**src/rtl/alarm_pkg.sv**
```systemverilog
// Shared definitions for the alarm sequencer: state codes, time base constants
// and the BCD HH:MM time width.
package alarm_pkg;

  typedef enum logic [2:0] {
    ST_IDLE    = 3'd0,
    ST_ARMED   = 3'd1,
    ST_RINGING = 3'd2,
    ST_SNOOZE  = 3'd3,
    ST_DONE    = 3'd4
  } alarm_state_e;

  localparam int unsigned SECONDS_PER_MIN = 60;
  localparam int unsigned ESCALATE_S      = 10;
  localparam int unsigned TIME_W          = 16;

endpackage

```
**src/rtl/tick_down_counter.sv**
```systemverilog
// Loadable down-counter stepped by a strobe; saturates at zero and flags the
// strobe that takes it from 1 to 0.
module tick_down_counter #(
  parameter int unsigned WIDTH = 8
) (
  input  logic             i_Clk,
  input  logic             i_Rst_L,
  input  logic             load,
  input  logic [WIDTH-1:0] load_value,
  input  logic             tick,
  output logic [WIDTH-1:0] count,
  output logic             expire
);

  always_ff @(posedge i_Clk or negedge i_Rst_L) begin
    if (!i_Rst_L) begin
      count <= '0;
    end else if (load) begin
      count <= load_value;
    end else if (tick && (count != '0)) begin
      count <= count - WIDTH'(1);
    end
  end

  assign expire = tick & (count == WIDTH'(1));

endmodule

```
**src/rtl/alarm_sequencer.sv**
```systemverilog
// Alarm lifecycle FSM: arm, ring, snooze, auto-timeout, dismiss; all timing from
// the external 1 Hz strobe. Optional macro ALARM_ESCALATE_EN holds the buzzer on
// continuously after ESCALATE_S seconds of ringing.
module alarm_sequencer
  import alarm_pkg::*;
#(
  parameter int unsigned SNOOZE_MIN     = 9,
  parameter int unsigned MAX_SNOOZE     = 3,
  parameter int unsigned RING_TIMEOUT_S = 300
) (
  input  logic              i_Clk,
  input  logic              i_Rst_L,
  input  logic              i_Sec_Tick,
  input  logic [TIME_W-1:0] i_Time,
  input  logic [TIME_W-1:0] i_Alarm_Time,
  input  logic              i_Alarm_Enable,
  input  logic              i_Snooze,
  input  logic              i_Dismiss,
  output logic              o_Ringing,
  output logic              o_Snoozing,
  output logic              o_Buzzer,
  output logic [3:0]        o_Snooze_Count,
  output logic [2:0]        o_State
);

  localparam int unsigned SNZ_W  = $clog2(SNOOZE_MIN * SECONDS_PER_MIN + 1);
  localparam int unsigned RING_W = $clog2(RING_TIMEOUT_S + 1);
  localparam logic [SNZ_W-1:0]  SNZ_LOAD  = SNZ_W'(SNOOZE_MIN * SECONDS_PER_MIN);
  localparam logic [RING_W-1:0] RING_LOAD = RING_W'(RING_TIMEOUT_S);
  localparam logic [3:0]        SNZ_LIMIT = 4'(MAX_SNOOZE);

  alarm_state_e state_q, state_d;
  logic match, clr, ring_load, snz_load, snz_accept;
  logic ring_expire, snz_expire, buzz_toggle;
  logic [RING_W-1:0] ring_cnt;
  logic [SNZ_W-1:0]  snz_cnt;

  assign match = (i_Time == i_Alarm_Time);

  tick_down_counter #(.WIDTH(RING_W)) u_ring_cnt (
    .i_Clk      (i_Clk),
    .i_Rst_L    (i_Rst_L),
    .load       (ring_load | clr),
    .load_value (clr ? '0 : RING_LOAD),
    .tick       (i_Sec_Tick & (state_q == ST_RINGING)),
    .count      (ring_cnt),
    .expire     (ring_expire)
  );

  tick_down_counter #(.WIDTH(SNZ_W)) u_snz_cnt (
    .i_Clk      (i_Clk),
    .i_Rst_L    (i_Rst_L),
    .load       (snz_load | clr),
    .load_value (clr ? '0 : SNZ_LOAD),
    .tick       (i_Sec_Tick & (state_q == ST_SNOOZE)),
    .count      (snz_cnt),
    .expire     (snz_expire)
  );

  always_comb begin
    state_d    = state_q;
    clr        = 1'b0;
    ring_load  = 1'b0;
    snz_load   = 1'b0;
    snz_accept = 1'b0;
    if (!i_Alarm_Enable) begin
      state_d = ST_IDLE;
      clr     = 1'b1;
    end else begin
      case (state_q)
        ST_IDLE:  state_d = ST_ARMED;
        ST_ARMED: begin
          if (match) begin
            state_d   = ST_RINGING;
            ring_load = 1'b1;
          end
        end
        ST_RINGING: begin
          if (i_Dismiss) begin
            state_d = ST_DONE;
          end else if (i_Snooze && (o_Snooze_Count < SNZ_LIMIT)) begin
            state_d    = ST_SNOOZE;
            snz_load   = 1'b1;
            snz_accept = 1'b1;
          end else if (ring_expire || (ring_cnt == '0)) begin
            // an emptied counter without expiry cannot hold the state forever
            state_d = ST_DONE;
          end
        end
        ST_SNOOZE: begin
          if (i_Dismiss) begin
            state_d = ST_DONE;
          end else if (snz_expire || (snz_cnt == '0)) begin
            state_d   = ST_RINGING;
            ring_load = 1'b1;
          end
        end
        ST_DONE:  if (!match) state_d = ST_ARMED;
        default:  state_d = ST_IDLE;
      endcase
    end
  end

`ifdef ALARM_ESCALATE_EN
  localparam int unsigned ESC_W = $clog2(ESCALATE_S + 1);
  logic [ESC_W-1:0] esc_q;

  always_ff @(posedge i_Clk or negedge i_Rst_L) begin
    if (!i_Rst_L) begin
      esc_q <= '0;
    end else if (state_q != ST_RINGING) begin
      esc_q <= '0;
    end else if (i_Sec_Tick && (esc_q != ESC_W'(ESCALATE_S))) begin
      esc_q <= esc_q + ESC_W'(1);
    end
  end

  assign buzz_toggle = (esc_q >= ESC_W'(ESCALATE_S - 1)) ? 1'b1 : ~o_Buzzer;
`else
  assign buzz_toggle = ~o_Buzzer;
`endif

  always_ff @(posedge i_Clk or negedge i_Rst_L) begin
    if (!i_Rst_L) begin
      state_q        <= ST_IDLE;
      o_Ringing      <= 1'b0;
      o_Snoozing     <= 1'b0;
      o_Buzzer       <= 1'b0;
      o_Snooze_Count <= '0;
    end else begin
      state_q    <= state_d;
      o_Ringing  <= (state_d == ST_RINGING);
      o_Snoozing <= (state_d == ST_SNOOZE);
      if (state_d != ST_RINGING) begin
        o_Buzzer <= 1'b0;
      end else if (state_q != ST_RINGING) begin
        o_Buzzer <= 1'b1;
      end else if (i_Sec_Tick) begin
        o_Buzzer <= buzz_toggle;
      end
      if (clr || (state_d == ST_DONE)) begin
        o_Snooze_Count <= '0;
      end else if (snz_accept) begin
        o_Snooze_Count <= o_Snooze_Count + 4'd1;
      end
    end
  end

  assign o_State = state_q;

endmodule
```
**config.mk**
```make
export PLATFORM = sky130hd
export DESIGN_NAME = alarm_sequencer
export DESIGN_NICKNAME = d
export VERILOG_FILES = /design/src/rtl/alarm_pkg.sv /design/src/rtl/tick_down_counter.sv /design/src/rtl/alarm_sequencer.sv
export SDC_FILE = /design/constraint.sdc
export NUM_CORES = 1
export LEC_CHECK = 0
export CAP_MARGIN = 20
export CORE_MARGIN = 2
export CORE_UTILIZATION = 30
export DETAILED_ROUTE_END_ITERATION = 8
export PLACE_DENSITY = 0.55
export SLEW_MARGIN = 30
export SYNTH_ARGS = -nofsm -noshare
export SYNTH_HDL_FRONTEND = slang
export SYNTH_HIERARCHICAL = 1
export SYNTH_SLANG_ARGS = --single-unit
```
**constraint.sdc**
```tcl
create_clock -name i_Clk -period 3.2 [get_ports i_Clk]
set_input_delay 0.48 -clock i_Clk [delete_from_list [all_inputs] [get_ports i_Clk]]
set_output_delay 0.48 -clock i_Clk [all_outputs]
set_load 0.01 [all_outputs]
```
==> impl_metrics.py <==
metrics = {
    "status": {
        "outcome": "completed",
    },
    "clocking": {
        "cts_tree": "yes",
        "tritoncts_buffer_count": 5,
        "cts_num_sinks": 29,
        "postCtsSetupBuffers": 0,
        "cts_hold_buffers": 0,
        "insertion_delay_to_the_later_sink_of_the_worst_skew_pair_ns": 0.28,
        "ctsHtreeMaxLevel": 2,
        "clk_pin_slew_worst_paths_ns": 0.06,
        "clock-root-buffer": "sky130_fd_sc_hd__clkbuf_8",
        "ctsLongestPathBuffers": 2,
        "post_cts_resized": 0,
    },
    "yosys": {
        "synth_warnings": 6,
        "synth.most_common_cell": "sky130_fd_sc_hd__dfrtp_1",
        "postSynth.asyncResetShare": 1.00,
        "synthDistinctLibCells": 52,
        "seq_area_frac_synth": 0.349,
        "synth_area_per_cell_um2": 9.25,
        "synth_ff_type": "sky130_fd_sc_hd__dfrtp_1",
        "syn_area_um2": 2080,
        "flip_flop_and_latch_count_after_synthesis": 29,
        "synth-edff-count": 0,
        "syn-instance-count": 225,
        "synth_common_cells": "sky130_fd_sc_hd__dfrtp_1, sky130_fd_sc_hd__nand2_1, sky130_fd_sc_hd__xnor2_1",
        "synth_top_area_cell": "sky130_fd_sc_hd__dfrtp_1",
        "netlist.area_leader.share": 0.349,
        "post_synth_main_area_contributors": "sky130_fd_sc_hd__dfrtp_1, sky130_fd_sc_hd__xnor2_1, sky130_fd_sc_hd__nand2_1",
    },
    "worst_setup_path": {
        "cp_slowest_cell": "sky130_fd_sc_hd__o311ai_4",
        "worst-endpoint-required_ns": 3.36,
        "worst-setup-path-type": "flop to flop",
        "cp_cell_sequence": "nor2b_1 -> and3_1 -> nand2_1 -> nor2_1 -> a31oi_1 -> o311ai_4 -> mux2_2",
        "crit_path_arrival_time_ns": 2.62,
        "critPathMaxFanout": 16,
        "setup.worst_path.start_class": "flop",
        "worst_setup_path_end_kind": "flop",
        "beginning_of_the_worst_register_to_register_path": "o_State[1]",
        "worst_path_largest_cell_delay_ns": 0.61,
        "critPathLaunch": "o_State[1]",
    },
    "routing": {
        "dr_total_vias": 1830,
        "avgViaCountPerCell": 4.93,
        "detail_route.wl_per_cell_um": 13.2,
        "detail_route.drc_violations": 0,
        "wl_mm": 4.90,
        "drtIter0Drc": 66,
        "dr.pass1.iters": 4,
        "antenna_violating_nets_post_route": 0,
    },
    "global_route": {
        "grt_first_pass_wirelength_mm": 8.89,
        "grt_pass1_vias": 1844,
        "grt_start_max_net_pins": 30,
        "groute.usage.overall": 0.147,
        "overflow_after_grt": 0,
        "initial_antenna_violation_count": 0,
    },
    "placed_design": {
        "place.detailed.hpwl_mm": 3.69,
        "place.gp.congestion": 0.823,
        "port_buffers": 47,
    },
    "sta": {
        "maxSlewHeadroom": 0.550,
        "max_clock_freq_mhz": 406,
        "holdWs_ns": 0.517,
        "finClkSkew_ns": 0.0124,
        "hold_viol": 0,
        "finalSetupViolations": 0,
        "post-route-min-period_ns": 2.47,
        "worst_slew_pin_slew_ns": 0.673,
        "final.period_utilization": 0.770,
        "grt_setup_unrepaired": "no",
        "final-max-slew-violation-count": 0,
        "fin_tns_setup_ns": 0,
    },
    "worst_hold_path": {
        "timing.hold.worst.class": "flop to flop",
        "hp-start": "o_Snooze_Count[3]",
    },
    "die": {
        "design.die.area_um2": 7620,
        "chipHeight_um": 87.3,
        "placementRows": 30,
        "die_x_um": 87.3,
        "core_region_area_um2": 6760,
        "io-pin-count": 48,
        "initial_utilization": 0.308,
    },
    "power": {
        "cell_area_power_density_nw_per_um2": 360,
        "total_leakage_power_nw": 1.09,
        "vdd.ir_drop.worst_v": 0.000233,
    },
    "cells_and_area": {
        "seq_area_um2": 726,
        "fillCellCount": 661,
        "finish.net_count": 334,
        "flow.area_growth_from_synthesis_pct": 36.7,
        "multi_input_comb_area_um2": 1370,
        "drive_above_1_share": 0.134,
        "n_antenna_cell": 0,
    },
    "job": {
        "maxCapViolCount": 0,
    },
}
-- registers in the layout, indices dropped and copies added (netlist names) --
name              flops
o_Snoozing            1
o_Buzzer              1
o_Snooze_Count        4
u_ring_cnt/count      9
o_Ringing             1
o_State               3
u_snz_cnt/count      10
-- report_power, final --
part,internal (mW),switching (mW)
Clock,0.254,0.144
Sequential,0.389,0.0439
Combinational,0.110,0.0837
-- stage by stage --
step,cells,area [µm²],total power [mW],setup WS [ns],utilization
final,371,2840,1.02,0.735,0.421
after global routing,371,2840,1.09,0.488,0.421
after CTS,371,2830,1.04,0.486,0.419
after detailed placement,363,2720,0.633,0.274,0.402
after global placement,363,2720,0.632,0.339,0.402
after floorplan,235,2120,0.539,0.764,-
-- layout by cell type (no fill, tap or decap), types with 4 or more instances in the layout --
master,n
sky130_fd_sc_hd__clkdlybuf4s50_1,47
sky130_fd_sc_hd__nand2_1,26
sky130_fd_sc_hd__o21ai_1,6
sky130_fd_sc_hd__o21ai_0,11
sky130_fd_sc_hd__nor2_1,19
sky130_fd_sc_hd__inv_1,7
sky130_fd_sc_hd__mux2i_1,6
sky130_fd_sc_hd__dfrtp_1,29
sky130_fd_sc_hd__nand3_1,4
sky130_fd_sc_hd__a21oi_1,8
sky130_fd_sc_hd__buf_4,5
sky130_fd_sc_hd__nor3_1,4
sky130_fd_sc_hd__nor3b_1,4
sky130_fd_sc_hd__clkbuf_8,6
sky130_fd_sc_hd__xnor2_1,25
sky130_fd_sc_hd__ha_1,6
sky130_fd_sc_hd__conb_1,11
sky130_fd_sc_hd__nand4_1,5
sky130_fd_sc_hd__or3_1,4
sky130_fd_sc_hd__nor4_2,4
-- per-layer routing --
metal,vias up,share of wire,global-route usage
li1,929,-,-
met1,866,0.47,0.196
met2,27,0.49,0.236
met3,8,0.021,0.0313
met4,0,0.016,0.0462
met5,-,0,0
-- final cells by class --
| cell class | instances | area share |
|---|---|---|
| clock inverters | 1 | 0.0106 |
| well taps | 80 | 0.0352 |
| multi-input cells | 195 | 0.481 |
| repair buffers | 52 | 0.179 |
| clock buffers | 7 | 0.0304 |
| inverters | 7 | 0.00924 |
| flip-flops and latches | 29 | 0.255 |
-- worst paths after layout --
check	slack (ns)	cells after the start	endpoint
setup / recovery	0.73	7	u_ring_cnt/count[1]
hold / removal	0.52	1	o_Snooze_Count[3]
setup reg to reg	0.73	7	u_ring_cnt/count[1]
hold reg to reg	0.52	1	o_Snooze_Count[3]
max in group asynchronous	2.31	2	u_ring_cnt/count[4]
min in group asynchronous	0.58	2	u_snz_cnt/count[5]
-- critical path, delay by kind of cell, from the launching register on --
kind	cells	cell delay, ns
AND/OR/NAND/NOR	4	0.77
multiplexers	1	0.40
flip-flops	1	0.47
AO/OA/AOI/OAI	2	0.69
-- kinds of logic (layout without fill, tap and decap cells) --
kind of cell	after synthesis	in the layout	share of synthesized area
compound gates	43	43	0.135
simple gates	99	99	0.299
buf+inv	11	67	0.0204
fa+ha+maj	6	6	0.0361
flops	29	29	0.349
other cells	1	11	0.00180
mux	9	9	0.0451
xor+xnor	27	27	0.114
Note: power is estimated with default switching activity, not from simulation.
